$ cat src/rtl/tms_prog_loader.sv
// tms_prog_loader: Wishbone classic responder that loads and verifies the
// TMS1x00 program RAM, owns the core run/reset controls and the stage/error
// word presented on GPIO. The single-port program RAM belongs to Wishbone
// while the core is halted and to the core's instruction fetch while running.
module tms_prog_loader #(
    parameter logic [31:0] BASE_ADDR = 32'h3000_0000,
    parameter int          PM_AW     = 10
) (
    input  logic             wb_clk_i,
    input  logic             wb_rst_i,
    input  logic             wbs_cyc_i,
    input  logic             wbs_stb_i,
    input  logic             wbs_we_i,
    input  logic [3:0]       wbs_sel_i,
    input  logic [31:0]      wbs_adr_i,
    input  logic [31:0]      wbs_dat_i,
    output logic             wbs_ack_o,
    output logic [31:0]      wbs_dat_o,
    output logic             mem_en_o,
    output logic             mem_we_o,
    output logic [PM_AW-1:0] mem_addr_o,
    output logic [7:0]       mem_wdata_o,
    input  logic [7:0]       mem_rdata_i,
    input  logic [PM_AW-1:0] core_fetch_addr_i,
    output logic [7:0]       core_insn_o,
    output logic             core_run_o,
    output logic             core_reset_o,
    output logic [7:0]       stage_o,
    output logic             error_o
);

    typedef enum logic [1:0] {
        ST_IDLE   = 2'd0,
        ST_MEM_RD = 2'd1,
        ST_ACK    = 2'd2
    } state_t;

    localparam logic [11:0] REG_CTRL   = 12'h000;
    localparam logic [11:0] REG_STATUS = 12'h004;
    localparam logic [11:0] REG_STAGE  = 12'h008;

    state_t      state_q, state_d;
    logic        ack_q, ack_d;
    logic [31:0] dat_q, dat_d;
    logic        run_q, run_d;
    logic        creset_q, creset_d;
    logic        conflict_q, conflict_d;
    logic [7:0]  stage_q, stage_d;
    logic        error_q, error_d;
    // RAM ownership follows run one cycle late, so a run change made by a
    // CTRL write only hands the RAM over once that write's ack has gone.
    logic        own_q, own_d;

    logic [31:0]      offset;
    logic             req;
    logic             is_mem;
    logic [11:0]      reg_off;
    logic [PM_AW-1:0] wb_addr;
    logic             wb_mem_en;
    logic             wb_mem_we;
    logic             conflict_set;
    logic             conflict_clr;

    // Address decode. Requests are masked while reset is asserted so that no
    // RAM write can be launched combinationally during reset.
    assign offset  = wbs_adr_i - BASE_ADDR;
    assign req     = wbs_cyc_i & wbs_stb_i & (offset < 32'h0000_2000) & ~wb_rst_i;
    assign is_mem  = ~offset[12];
    assign reg_off = offset[11:0];
    assign wb_addr = offset[PM_AW+1:2];

    // Bus FSM next state, register updates and the Wishbone side of the RAM.
    always_comb begin
        state_d      = state_q;
        dat_d        = dat_q;
        run_d        = run_q;
        creset_d     = creset_q;
        stage_d      = stage_q;
        error_d      = error_q;
        own_d        = run_q;
        wb_mem_en    = 1'b0;
        wb_mem_we    = 1'b0;
        conflict_set = 1'b0;
        conflict_clr = 1'b0;

        case (state_q)
            ST_IDLE: begin
                if (req) begin
                    state_d = ST_ACK;
                    dat_d   = 32'h0;
                    if (is_mem) begin
                        if (run_q) begin
                            // Core owns the RAM: drop the access, flag it.
                            conflict_set = 1'b1;
                        end else if (wbs_we_i) begin
                            // Data lives in byte lane 0 only.
                            wb_mem_en = wbs_sel_i[0];
                            wb_mem_we = wbs_sel_i[0];
                        end else begin
                            wb_mem_en = 1'b1;
                            state_d   = ST_MEM_RD;
                        end
                    end else if (wbs_we_i) begin
                        case (reg_off)
                            REG_CTRL: begin
                                if (wbs_sel_i[0]) begin
                                    run_d    = wbs_dat_i[0];
                                    creset_d = wbs_dat_i[1];
                                end
                            end
                            REG_STATUS: begin
                                conflict_clr = wbs_sel_i[0] & wbs_dat_i[1];
                            end
                            REG_STAGE: begin
                                if (wbs_sel_i[0]) begin
                                    stage_d = wbs_dat_i[7:0];
                                end
                                if (wbs_sel_i[1]) begin
                                    error_d = wbs_dat_i[8];
                                end
                            end
                            default: begin
                            end
                        endcase
                    end else begin
                        case (reg_off)
                            REG_CTRL:   dat_d = {30'h0, creset_q, run_q};
                            REG_STATUS: dat_d = {30'h0, conflict_q, run_q};
                            REG_STAGE:  dat_d = {23'h0, error_q, stage_q};
                            default:    dat_d = 32'h0;
                        endcase
                    end
                end
            end
            ST_MEM_RD: begin
                dat_d   = {24'h0, mem_rdata_i};
                state_d = ST_ACK;
            end
            ST_ACK: begin
                state_d = ST_IDLE;
            end
            default: begin
                state_d = ST_IDLE;
            end
        endcase

        // A clear and a fresh conflict in the same cycle leave the flag set.
        conflict_d = (conflict_q & ~conflict_clr) | conflict_set;
        ack_d      = (state_d == ST_ACK);
    end

    // State and register flops; reset abandons any in-flight transaction.
    always_ff @(posedge wb_clk_i or posedge wb_rst_i) begin
        if (wb_rst_i) begin
            state_q    <= ST_IDLE;
            ack_q      <= 1'b0;
            dat_q      <= 32'h0;
            run_q      <= 1'b0;
            creset_q   <= 1'b0;
            conflict_q <= 1'b0;
            stage_q    <= 8'hFF;
            error_q    <= 1'b0;
            own_q      <= 1'b0;
        end else begin
            state_q    <= state_d;
            ack_q      <= ack_d;
            dat_q      <= dat_d;
            run_q      <= run_d;
            creset_q   <= creset_d;
            conflict_q <= conflict_d;
            stage_q    <= stage_d;
            error_q    <= error_d;
            own_q      <= own_d;
        end
    end

    // RAM port mux: the core fetches continuously while it owns the RAM.
    assign mem_en_o    = own_q | wb_mem_en;
    assign mem_we_o    = ~own_q & wb_mem_we;
    assign mem_addr_o  = own_q ? core_fetch_addr_i : wb_addr;
    assign mem_wdata_o = wbs_dat_i[7:0];

    assign core_insn_o  = mem_rdata_i;
    assign core_run_o   = run_q;
    assign core_reset_o = creset_q;
    assign stage_o      = stage_q;
    assign error_o      = error_q;
    assign wbs_ack_o    = ack_q;
    assign wbs_dat_o    = dat_q;

    logic unused_inputs;
    assign unused_inputs = ^{wbs_sel_i[3:2], wbs_dat_i[31:9]};

endmodule

$ cat config.mk
export PLATFORM = sky130hd
export DESIGN_NAME = tms_prog_loader
export DESIGN_NICKNAME = d
export VERILOG_FILES = /design/src/rtl/tms_prog_loader.sv
export SDC_FILE = /design/constraint.sdc
export NUM_CORES = 1
export LEC_CHECK = 0
export ABC_CLOCK_PERIOD_IN_PS = 3000
export BUFFER_PORTS_ARGS = -buffer_cell sky130_fd_sc_hd__buf_2
export CORE_MARGIN = 2
export CORE_UTILIZATION = 25
export DETAILED_ROUTE_END_ITERATION = 12
export PLACE_DENSITY = 0.68
export SLEW_MARGIN = 30
export SYNTH_ARGS = -nofsm -noshare
export SYNTH_HDL_FRONTEND = slang
export SYNTH_SLANG_ARGS = --single-unit
$ cat constraint.sdc
create_clock -name wb_clk_i -period 3 [get_ports wb_clk_i]
set_input_delay 0.6 -clock wb_clk_i [delete_from_list [all_inputs] [get_ports wb_clk_i]]
set_output_delay 0.6 -clock wb_clk_i [all_outputs]
set_load 0.01 [all_outputs]
Word level (Yosys, flattened, before mapping)
Index checks and enable logic that the tools add are counted.
{"block": "word_totals", "ff_bits": 48, "word_cells": 64, "output_inout_bits": 72}
{"block": "classes", "bitwise": 11, "n_reduce_logical": 7, "n_lt_le_gt_ge": 1, "muxes": 30, "add_sub_neg": 1, "n_eq_ne": 5}
{"op": "$pmux 32 s2", "count": 1}
{"op": "$lt 32x14->1 const B", "count": 1}
{"op": "$mux 32", "count": 1}
{"op": "$sub 32x30->32 const B", "count": 1}
{"op": "$pmux 9 s3", "count": 1}
{"op": "$mux 1", "count": 19}
{"op": "$mux 9", "count": 2}
{"op": "$reduce_and 6->1", "count": 3}
{"op": "$eq 12x3->1 const B", "count": 1}
{"op": "$eq 12x4->1 const B", "count": 1}
{"op": "$logic_not 12->1", "count": 1}
{"op": "$mux 10", "count": 1}
{"op": "$mux 2", "count": 4}
{"op": "$and 1x1->1", "count": 6}
{"op": "$pmux 2 s2", "count": 1}
{"op": "$not 1->1", "count": 3}
{"op": "$eq 2x1->1 const B", "count": 1}
{"op": "$eq 2x2->1 const B", "count": 1}
{"op": "$logic_not 2->1", "count": 1}
{"op": "$ne 2x2->1 const B", "count": 1}
{"op": "$or 1x1->1", "count": 2}
{"op": "$reduce_and 2->1", "count": 1}
{"op": "$reduce_bool 2->1", "count": 1}

Logic depth before layout (Yosys ltp)
Gate-level depths: netlist (run 1).
{"block": "logic_depth", "ltp_word": 10, "mapped_depth": 5}

Worst setup path after synthesis (run 1)
OpenSTA, ideal clock, no wires.
{"block": "synth_timing", "path_type": "input-to-output", "start": "input port wbs_adr_i[27]", "end": "output port mem_en_o", "path_slack_ns": 0.527, "t_required_ns": 2.400, "path_stages": 4, "arrival_ns": 1.873, "path_buffers": 0, "cell_sequence": "nor4_1 > and4_1 > nand3_1 > o41ai_1"}
{"block": "synth_between", "elab_chain_len": 7}
{"element": "start: declaration", "line": "15", "source": "input logic [31:0] wbs_adr_i,"}
{"element": "$sub 32x30->32", "line": "66", "source": "assign offset = wbs_adr_i - BASE_ADDR;"}
{"element": "$lt 32x14->1", "line": "67", "source": "assign req = wbs_cyc_i & wbs_stb_i & (offset < 32'h0000_2000) & ~wb_rst_i;"}
{"element": "$and 1x1->1 (2 in a row)", "line": "67"}
{"element": "$mux 1", "line": "88", "source": "if (req) begin"}
{"element": "$mux 1", "line": "86", "source": "case (state_q)"}
{"element": "$or 1x1->1", "line": "178", "source": "assign mem_en_o = own_q | wb_mem_en;"}
{"element": "end: declaration", "line": "19", "source": "output logic mem_en_o,"}
Every way passes these cells.

Final worst setup path (run 1)
Ends and elaborated chain as after synthesis.

==> results of run 1 <==
==> power groups by stage <==
stage                     clock (mW)  combinational, mW  sequential, mW
after CTS                      0.209              0.122           0.337
final                          0.203              0.121           0.337
after detailed placement           0              0.122           0.343
after floorplan                    0             0.0871           0.343
after global routing           0.226              0.135           0.337
after global placement             0              0.120           0.343
==> cell type report <==
type                       count  area (um^2)  area share (%)
inverter                      10         37.5            1.61
multi-input combinational    121          908            39.1
timing repair buffer         115          578            24.9
sequential                    25          636            27.3
clock inverter                 1         5.00           0.215
tap                           96          120            5.16
clock buffer                   3         41.3            1.78
==> worst paths after layout <==
path                                               start                       end  slack (ns)  cells after the start
worst max register to register      state_q[1]$_DFF_PP0_  wbs_dat_o[8]$_DFFE_PP0P_        1.17                      4
max in group asynchronous                       wb_rst_i    stage_o[5]$_DFFE_PP1P_        2.25                      2
worst max-delay path                       wbs_adr_i[27]                  mem_en_o        0.30                      6
min in group wb_clk_i           wbs_dat_o[1]$_DFFE_PP0P_  wbs_dat_o[1]$_DFFE_PP0P_        0.50                      1
worst min-delay path                            wb_rst_i      state_q[1]$_DFF_PP0_        0.37                      2
worst min register to register  wbs_dat_o[1]$_DFFE_PP0P_  wbs_dat_o[1]$_DFFE_PP0P_        0.50                      1
==> routing by layer <==
metal  wire length [um]  vias to the layer above
met5                  0                        -
li1                   -                      782
met3                260                        4
met4                 33                        0
met2               2510                       58
met1               2000                      748
==> layout by cell type, fill, tap and decap left out, types with 4 or more instances in the layout <==
cell type	Yosys	layout
buf_2	0	114
conb_1	1	23
mux2_2	22	22
dfrtp_1	17	17
inv_1	10	9
dfstp_2	8	8
nor4_1	7	7
and2_1	7	7
mux2i_1	7	7
a31oi_1	6	6
nor2_1	5	5
nand2_1	5	5
o41ai_1	4	4
nand3_1	4	4
==> state kept, by name (all words and copies together), names as in the netlist <==
name / flops
own_q: 1
wbs_ack_o: 1
core_run_o: 1
wbs_dat_o: 9
state_q: 2
error_o: 1
core_reset_o: 1
conflict_q: 1
stage_o: 8
==> worst max-delay path: stages <==
cell and delay, ns:
buf_2 0.09, nor4_1 0.44, and4_1 0.33, nand3_1 0.14, o41ai_1 0.31, buf_2 0.18
==> cell families after synthesis <==
logic type,after synthesis
compound gates,17
buf+inv,52
flops,25
mux,31
other cells,1
simple gates,50
==> impl_results.md, run 1 <==
- Status: finished, final reports clean
- Sw Pwr: 177 uW
- Antenna viol nets, final: 0
- Number of global-route vias before repair: 1514
- Post-DR wirelength/cell: 12.9 um
- RePlAce Congestion: 0.773
- DR vias: 1592
- VDD IR-drop max: 117 uV
- Busiest grt layer: met2
- Most instantiated library cell after synthesis: buf_4
- Hold-fix buffer count after cts: 0
- Final setup vio count: 0
- Floorplan die width: 88.9 um
- RSZ-0062 raised after global routing: no
- Core area: 6870 um^2
- Sequential fraction of the synthesis area: 35.3%
- Worst path arrival time: 2.10 ns
- Compound-cell area share of the yosys netlist: 7.22%
- Setup crit end kind: output port
- Global-route wire length before repair: 7.20 mm
- Pleak: 1.24 nW
- CP Class: in -> out
- Initial core utilization: 26.2%
- Synthesized instance count: 176
- Synth Area in Adders: 0%
- Post-CTS setup repair buffer count: 0
- H-tree levels: 1
- DR vias/cell: 4.29
- Max-cap viol count: 0
- CTS buffer count: 3
- Synth warn: 0
- Largest net degree at the start of global routing: 26
- Met3 Track Usage GR: 1.11%
- Final period util: 89.9%
- Final net count: 367
- Mux contribution to synthesized area: 18.9%
- Fillers: 727
- Netlist cell types: 36
- Non-filler cells, final: 371
- Root buffer cell: clkbuf_8
- Top cells by area, synth: dfrtp_1, buf_4, mux2_2, dfstp_2, mux2i_1
- Post-synth top area share: 23.6%
- Clock skew: 0.00647 ns
- Internal power: 485 uW
- Synth Flop Type: dfrtp_1
- Port Buffers: 114
- Fmax: 0.371 GHz
- Placed Area: 2280 um^2
- Placed cell count: 367
- Worst min-delay path category: in -> async
- Ant diodes: 0
- Synth Register Bits: 25
- Synth Cell Area: 1800 um^2
- Grt ovf: 0
- CP Max Fanout: 3
- Synthesis-to-layout area growth: 29.0%
- Post-Synth Simple-Gate Area: 19.5%
- Yosys top cell by area: dfrtp_1
- Crit start category: input port
- Die Ht: 88.9 um
- Worst-path clk slew: 0.09 ns
- Synthesized area per cell: 10.2 um^2
- IO Pins: 163
- CTS tree: done
- Clk network pwr share: 30.7%
- Sink Count: 25
- Setup TNS: 0 ns
- Transition time of the tightest slew-check pin: 0.648 ns
- Share of cells above drive strength 1: 56.7%
- XOR/XNOR Fraction of Synth Area: 0%
- Pwr per Cell Area: 284 nW/um^2
- GR met1 Demand/Resource: 14.8%
- GR Util All Layers: 11.6%
- Met2 GRT Util: 21.1%
- Final Util: 33.9%
- Final Hold Viols: 0
- Drt first pass iters: 4
- Finished Cell Area: 2330 um^2
- Synth cell count leaders: buf_4, mux2_2, dfrtp_1, inv_1, dfstp_2
- Post-Route WL: 4.80 mm
- Largest family of logic cells by synthesized area: simple AND/OR/NAND/NOR gates
- Critical path data required time: 2.40 ns
- Clk buf depth: 2
- Initial DRC count: 61
- Final Total Pwr: 662 uW
- Die Footprint: 7910 um^2
- Final Critical Period: 2.70 ns
- DP Worst Slack: 0.319 ns
- Initial antenna violation count: 0
- Ys async rst share: 100%
- Cell Rows: 30
- EDFF count, synth: 0
- Sw frac: 26.8%
- Hpwl dp: 4.03 mm
- Hold slack: 0.366 ns
- # resized after CTS: 0
- Final worst-path setup slack: 0.304 ns
- Combinational power share: 18.3%
- DRC violations left: 0
- Clock latency on the worst-skew pair: 0.27 ns
- Relative slew slack: 56.7%
- Seq pwr share: 51.0%
- Pins Over Slew Limit: 0
No activity file was read; power rests on OpenSTA's default activity.
==> inputs of run 2 (changes only) <==
--- a/config.mk
+++ b/config.mk
@@ -7,7 +7,6 @@
 export LEC_CHECK = 0
 export ABC_CLOCK_PERIOD_IN_PS = 3000
 export BUFFER_PORTS_ARGS = -buffer_cell sky130_fd_sc_hd__buf_2
-export CORE_MARGIN = 2
 export CORE_UTILIZATION = 25
 export DETAILED_ROUTE_END_ITERATION = 12
 export PLACE_DENSITY = 0.68
==> run 2 against run 1 <==
Compared with the run above: final area rose by 0.27%; die area fell by 4.4%; sequential power barely moved; power fell by 1.4%; highest routed layer unchanged.
==> impl_results.md, run 2 (synthesis results as in run 1) <==
- Status: finished, final reports clean (unchanged)
- Global-route wire length before repair: 7.33 mm (was 7.20 mm)
- Crit-path leading delay family: simple AND/OR/NAND/NOR gates (unchanged)
- Relative slew slack: 57.9% (was 56.7%)
- Worst path arrival time: 2.11 ns (was 2.10 ns)
- Clk buf depth: 2 (unchanged)
- Die Ht: 86.9 um (was 88.9 um)
- Crit-path slowest cell: or4bb_1 (was nor4_1)
- Worst-path cell chain: buf_2 > or4bb_1 > nor2_1 > nand3_1 > o41ai_1 > buf_2 (was buf_2 > nor4_1 > and4_1 > nand3_1 > o41ai_1 > buf_2)
- Clock skew: 0.00171 ns (was 0.00647 ns)
- Final Hold Viols: 0 (unchanged)
- Cell Rows: 30 (unchanged)
- Core area: 6870 um^2 (unchanged)
- CP Max Fanout: 3 (unchanged)
- Initial antenna violation count: 0 (unchanged)
- Pleak: 1.24 nW (about the same)
- Hold slack: 0.376 ns (was 0.366 ns)
- Final worst-path setup slack: 0.289 ns (was 0.304 ns)
- Antenna viol nets, final: 0 (unchanged)
- Crit start category: input port (unchanged)
- Pins Over Slew Limit: 0 (unchanged)
- Most frequent cells in the layout: buf_2, conb_1, mux2_2 (unchanged)
- Most used cell, CP: buf_2 (unchanged)
- CTS buffer count: 3 (unchanged)
- Setup TNS: 0 ns (unchanged)
- Post-CTS setup repair buffer count: 0 (unchanged)
- Largest net degree at the start of global routing: 26 (unchanged)
- H-tree levels: 1 (unchanged)
- Port Buffers: 114 (unchanged)
- Final Critical Period: 2.71 ns (was 2.70 ns)
- Critical path data required time: 2.40 ns (about the same)
- DP Worst Slack: 0.301 ns (was 0.319 ns)
- Final setup vio count: 0 (unchanged)
- Hpwl dp: 3.98 mm (was 4.03 mm)
- CP Class: in -> out (unchanged)
- DR vias: 1612 (was 1592)
- Clock latency on the worst-skew pair: 0.26 ns (was 0.27 ns)
- VDD IR-drop max: 151 uV (was 117 uV)
- Worst-path clk slew: 0.08 ns (was 0.09 ns)
- Post-Route WL: 4.64 mm (was 4.80 mm)
- Crit path largest cell delay: 0.55 ns (was 0.44 ns)
- Final net count: 368 (was 367)
- Transition time of the tightest slew-check pin: 0.630 ns (was 0.648 ns)
- Hold-fix buffer count after cts: 0 (unchanged)
- RSZ-0062 raised after global routing: no (unchanged)
- Sink Count: 25 (unchanged)
- Number of global-route vias before repair: 1571 (was 1514)
- Max FFs per register: 9 (unchanged)
- Final period util: 90.4% (was 89.9%)
- Synthesis-to-layout area growth: 29.4% (was 29.0%)
- Commonest non-fill, non-tap cell in the layout: buf_2 (unchanged)
- Initial DRC count: 37 (was 61)
- Ant diodes: 0 (unchanged)
- Initial core utilization: 26.2% (unchanged)
- Worst min-delay path category: in -> async (unchanged)
- CTS tree: done (unchanged)
- # resized after CTS: 0 (unchanged)
- Finished Cell Area: 2330 um^2 (about the same)
- Pwr per Cell Area: 280 nW/um^2 (was 284 nW/um^2)
- Floorplan die width: 86.9 um (was 88.9 um)
- Critical path buffers and inverters: 2 (unchanged)
- Post-DR wirelength/cell: 12.5 um (was 12.9 um)
- Drt first pass iters: 3 (was 4)
- RePlAce Congestion: 0.734 (was 0.773)
- Setup crit end kind: output port (unchanged)
- Max-cap viol count: 0 (unchanged)
- DRC violations left: 0 (unchanged)
- IO Pins: 163 (unchanged)
- Share of cells above drive strength 1: 56.5% (was 56.7%)
- Placed Area: 2290 um^2 (was 2280 um^2)
- GR Util All Layers: 12.3% (was 11.6%)
- DR vias/cell: 4.33 (was 4.29)
- Die Footprint: 7560 um^2 (was 7910 um^2)
- Root buffer cell: clkbuf_8 (unchanged)
- Fmax: 0.369 GHz (was 0.371 GHz)
- Grt ovf: 0 (unchanged)
- Final Total Pwr: 653 uW (was 662 uW)
-- run 2: cell count changes in the layout (fill, tap and decap cells not counted), sizes merged --
cell | before | now
buf | 115 | 116
clkbuf | 3 | 4
clkinv | 1 | 0
-- run 2: worst paths after layout --
check,end,slack (ns),depth (start not counted),startpoint
worst min-delay path,state_q[0]$_DFF_PP0_,0.38,2,wb_rst_i
min in group wb_clk_i,wbs_dat_o[1]$_DFFE_PP0P_,0.50,1,wbs_dat_o[1]$_DFFE_PP0P_
worst max register to register,stage_o[3]$_DFFE_PP1P_,1.20,5,state_q[0]$_DFF_PP0_
max in group asynchronous,stage_o[0]$_DFFE_PP1P_,2.25,2,wb_rst_i
worst min register to register,wbs_dat_o[1]$_DFFE_PP0P_,0.50,1,wbs_dat_o[1]$_DFFE_PP0P_
worst max-delay path,mem_en_o,0.29,6,wbs_adr_i[31]
-- run 2: layout make-up --
cell class              count  area [um^2]
inverters                  10         37.5
multi-input cells         121          908
well taps                  96          120
flip-flops and latches     25          636
repair buffers            116          586
clock buffers               4         45.0
fillers                   738         4540
-- run 2: routing by layer --
metal / up-vias / wire length [um] / track usage, %
met3: 2 / 181 / 1.71
met4: 0 / 14 / 2.27
met1: 776 / 2000 / 15.2
li1: 782 / - / -
met5: - / 0 / 0
met2: 52 / 2440 / 22.9
-- run 2: through the flow --
| stage | util, % | instances |
|---|---|---|
| floorplan | - | 198 |
| global placement | 33.3 | 368 |
| detailed placement | 33.3 | 368 |
| CTS | 34.0 | 372 |
| global route | 34.0 | 372 |
| finish | 34.0 | 372 |
-- run 2: report_power, final --
part           switching [mW]  internal [mW]
registers          0.00000134          0.337
logic                  0.0666         0.0546
clock network          0.0993         0.0947
total                   0.166          0.487
==> inputs of run 3 (changes only) <==
--- a/config.mk
+++ b/config.mk
@@ -5,11 +5,12 @@
 export SDC_FILE = /design/constraint.sdc
 export NUM_CORES = 1
 export LEC_CHECK = 0
+export ABC_AREA = 1
 export ABC_CLOCK_PERIOD_IN_PS = 3000
 export BUFFER_PORTS_ARGS = -buffer_cell sky130_fd_sc_hd__buf_2
 export CORE_UTILIZATION = 25
 export DETAILED_ROUTE_END_ITERATION = 12
-export PLACE_DENSITY = 0.68
+export PLACE_DENSITY = 0.66
 export SLEW_MARGIN = 30
 export SYNTH_ARGS = -nofsm -noshare
 export SYNTH_HDL_FRONTEND = slang
==> run 3 against run 2 <==
Compared with the run above: register-to-register slack gained 0.32 ns; clock power is essentially flat; setup slack gained 0.56 ns; sequential power is essentially flat; worst hold slack gained 0.015 ns; via count grew 19%; highest routed layer unchanged.
==> impl_results.md, run 3 <==
- H-tree levels: 1 (unchanged)
- Flop2flop setup slack: 1.52 ns (was 1.20 ns)
- Crit path largest cell delay: 0.20 ns (was 0.55 ns)
- Largest net degree at the start of global routing: 26 (unchanged)
- Clock skew: 0.00501 ns (was 0.00171 ns)
- CTS buffer count: 3 (unchanged)
- Root buffer cell: clkbuf_8 (unchanged)
- Number of global-route vias before repair: 1812 (was 1571)
- Synth cell count leaders: nand2_1, buf_4, nor2_1, inv_1, dfrtp_1 (was buf_4, mux2_2, dfrtp_1, inv_1, dfstp_2)
- Netlist cell types: 29 (was 36)
- Worst min-delay path category: in -> async (unchanged)
- IO Pins: 163 (unchanged)
- Floorplan die width: 90.5 um (was 86.9 um)
- Final Critical Period: 2.15 ns (was 2.71 ns)
- Synth Register Bits: 25 (unchanged)
- Synthesis-to-layout area growth: 26.1% (was 29.4%)
- Setup crit end kind: output port (unchanged)
- Yosys top cell by area: dfrtp_1 (unchanged)
- Post-synth top area share: 21.7% (was 23.6%)
- Clock latency on the worst-skew pair: 0.26 ns (about the same)
- Worst path arrival time: 1.55 ns (was 2.11 ns)
- Initial DRC count: 69 (was 37)
- Most used cell, CP: buf_2 (unchanged)
- Crit start category: input port (unchanged)
- Post-DR wirelength/cell: 10.2 um (was 12.5 um)
- Status: finished, final reports clean (unchanged)
- Final Hold Viols: 0 (unchanged)
- Synth warn: 0 (unchanged)
- RSZ-0062 raised after global routing: no (unchanged)
- Critical path buffers and inverters: 2 (unchanged)
- Pins Over Slew Limit: 0 (unchanged)
- Core area: 7410 um^2 (was 6870 um^2)
- Hold-fix buffer count after cts: 0 (unchanged)
- Hpwl dp: 4.19 mm (was 3.98 mm)
- DR vias/cell: 3.94 (was 4.33)
- # resized after CTS: 0 (unchanged)
- GR Util All Layers: 12.2% (was 12.3%)
- CTS tree: done (unchanged)
- Grt ovf: 0 (unchanged)
- CP Class: in -> out (unchanged)
- Crit-path leading delay family: simple AND/OR/NAND/NOR gates (unchanged)
- Drt first pass iters: 4 (was 3)
- Worst-path clk slew: 0.08 ns (about the same)
- Pleak: 1.45 nW (was 1.24 nW)
- EDFF count, synth: 0 (unchanged)
- Port Buffers: 114 (unchanged)
- Top cells by area, synth: dfrtp_1, nand2_1, buf_4, dfstp_2, nor2_1 (was dfrtp_1, buf_4, mux2_2, dfstp_2, mux2i_1)
- Ant diodes: 0 (unchanged)
- Clk buf depth: 2 (unchanged)
- Initial antenna violation count: 0 (unchanged)
- Initial core utilization: 26.4% (was 26.2%)
- Most frequent cells in the layout: buf_2, nand2_1, nor2_1 (was buf_2, conb_1, mux2_2)
- Global-route wire length before repair: 8.34 mm (was 7.33 mm)
- Synth Flop Type: dfrtp_1 (unchanged)
- Setup TNS: 0 ns (unchanged)
- Post-CTS setup repair buffer count: 0 (unchanged)
- Cell Rows: 31 (was 30)
- RePlAce Congestion: 0.842 (was 0.734)
- Synthesized instance count: 288 (was 176)
- VDD IR-drop max: 141 uV (was 151 uV)
- Synth Cell Area: 1960 um^2 (was 1800 um^2)
- Fillers: 825 (was 738)
- Relative slew slack: 64.8% (was 57.9%)
- Worst-path cell chain: buf_2 > nor2_1 > nand2_1 > nor2_2 > nand4_1 > o31ai_1 > buf_2 (was buf_2 > or4bb_1 > nor2_1 > nand3_1 > o41ai_1 > buf_2)
- Die Ht: 90.5 um (was 86.9 um)
- Synthesized area per cell: 6.79 um^2 (was 10.2 um^2)
- Fmax: 0.466 GHz (was 0.369 GHz)
- Final period util: 71.5% (was 90.4%)
- Sequential fraction of the synthesis area: 32.5% (was 35.3%)
- Final setup vio count: 0 (unchanged)
- Transition time of the tightest slew-check pin: 0.528 ns (was 0.630 ns)
- Most instantiated library cell after synthesis: nand2_1 (was buf_4)
- Pwr per Cell Area: 268 nW/um^2 (was 280 nW/um^2)
- Critical path data required time: 2.40 ns (about the same)
- Antenna viol nets, final: 0 (unchanged)
- DRC violations left: 0 (unchanged)
- R2R cell count: 6 (was 5)
- Final net count: 479 (was 368)
- Hold slack: 0.391 ns (was 0.376 ns)
- Share of cells above drive strength 1: 39.8% (was 56.5%)
- DR vias: 1916 (was 1612)
- Sink Count: 25 (unchanged)
- Levels on crit path: 7 (was 6)
- Crit-path slowest cell: o31ai_1 (was or4bb_1)
- Post-Route WL: 4.94 mm (was 4.64 mm)
- Commonest non-fill, non-tap cell in the layout: buf_2 (unchanged)
- CP Max Fanout: 3 (unchanged)
- Die Footprint: 8190 um^2 (was 7560 um^2)
- Max FFs per register: 9 (unchanged)
- Final Total Pwr: 662 uW (was 653 uW)
- Max-cap viol count: 0 (unchanged)
- Ys async rst share: 100% (unchanged)
==> run 3: changes by cell type after synthesis, sizes merged, moves of 9 or more <==
cell | previous run | this run
nand2 | 5 | 109
inv | 10 | 31
nor4 | 9 | 0
mux2 | 24 | 0
o21ai | 0 | 12
nor2 | 5 | 39
==> run 3: layout make-up <==
type | count | area, um^2 | share of cell area (%)
clock buffer | 4 | 45.0 | 1.83
sequential | 25 | 636 | 25.8
timing repair buffer | 115 | 578 | 23.4
multi-input combinational | 210 | 960 | 38.9
inverter | 33 | 125 | 5.07
tap | 99 | 124 | 5.02
==> run 3: final timing paths <==
path / start / end
setup / recovery: wbs_adr_i[19] / mem_en_o
min in group wb_clk_i: wbs_dat_o[7]$_DFFE_PP0P_ / wbs_dat_o[7]$_DFFE_PP0P_
hold reg to reg: wbs_dat_o[7]$_DFFE_PP0P_ / wbs_dat_o[7]$_DFFE_PP0P_
hold / removal: wb_rst_i / own_q$_DFF_PP0_
max in group asynchronous: wb_rst_i / stage_o[1]$_DFFE_PP1P_
setup reg to reg: state_q[0]$_DFF_PP0_ / stage_o[5]$_DFFE_PP1P_
==> run 3: worst reg2reg max path, delay by kind of cell (launching register included) <==
family                 cells  cell delay (ns)
AOI/OAI and AO/OA          1             0.06
DFF                        1             0.41
buffers and inverters      1             0.15
and+or+nand+nor            4             0.79
==> run 3: routing by layer <==
metal / wire, um / track usage (%)
met5: 0 / 0
met2: 2430 / 21.1
met4: 74 / 3.63
met3: 149 / 1.60
met1: 2290 / 15.8
==> run 3: power by group <==
group	switching, mW	internal, mW	total, mW
Combinational	0.0753	0.0531	0.128
Sequential	0.000000312	0.337	0.337
Clock	0.101	0.0947	0.196
Total	0.177	0.485	0.662
==> run 3: kinds of logic (layout without fill, tap and decap cells) <==
family | Yosys count | count (layout) | share of synthesized area (%)
buffers and inverters | 75 | 152 | 22.7
flip-flops | 25 | 25 | 32.5
other | 1 | 23 | 0.192
AO/OA/AOI/OAI | 18 | 18 | 6.39
AND/OR/NAND/NOR | 169 | 169 | 38.2
==> run 3: metrics by stage <==
stage	util (%)	instance area, um^2	instances	setup WS [ns]
2_1_floorplan	-	2040	310	1.04
3_3_place_gp	32.7	2420	482	0.838
3_5_place_dp	32.7	2420	482	0.828
4_1_cts	33.3	2470	486	0.828
5_1_grt	33.3	2470	486	0.717
6_report	33.3	2470	486	0.854
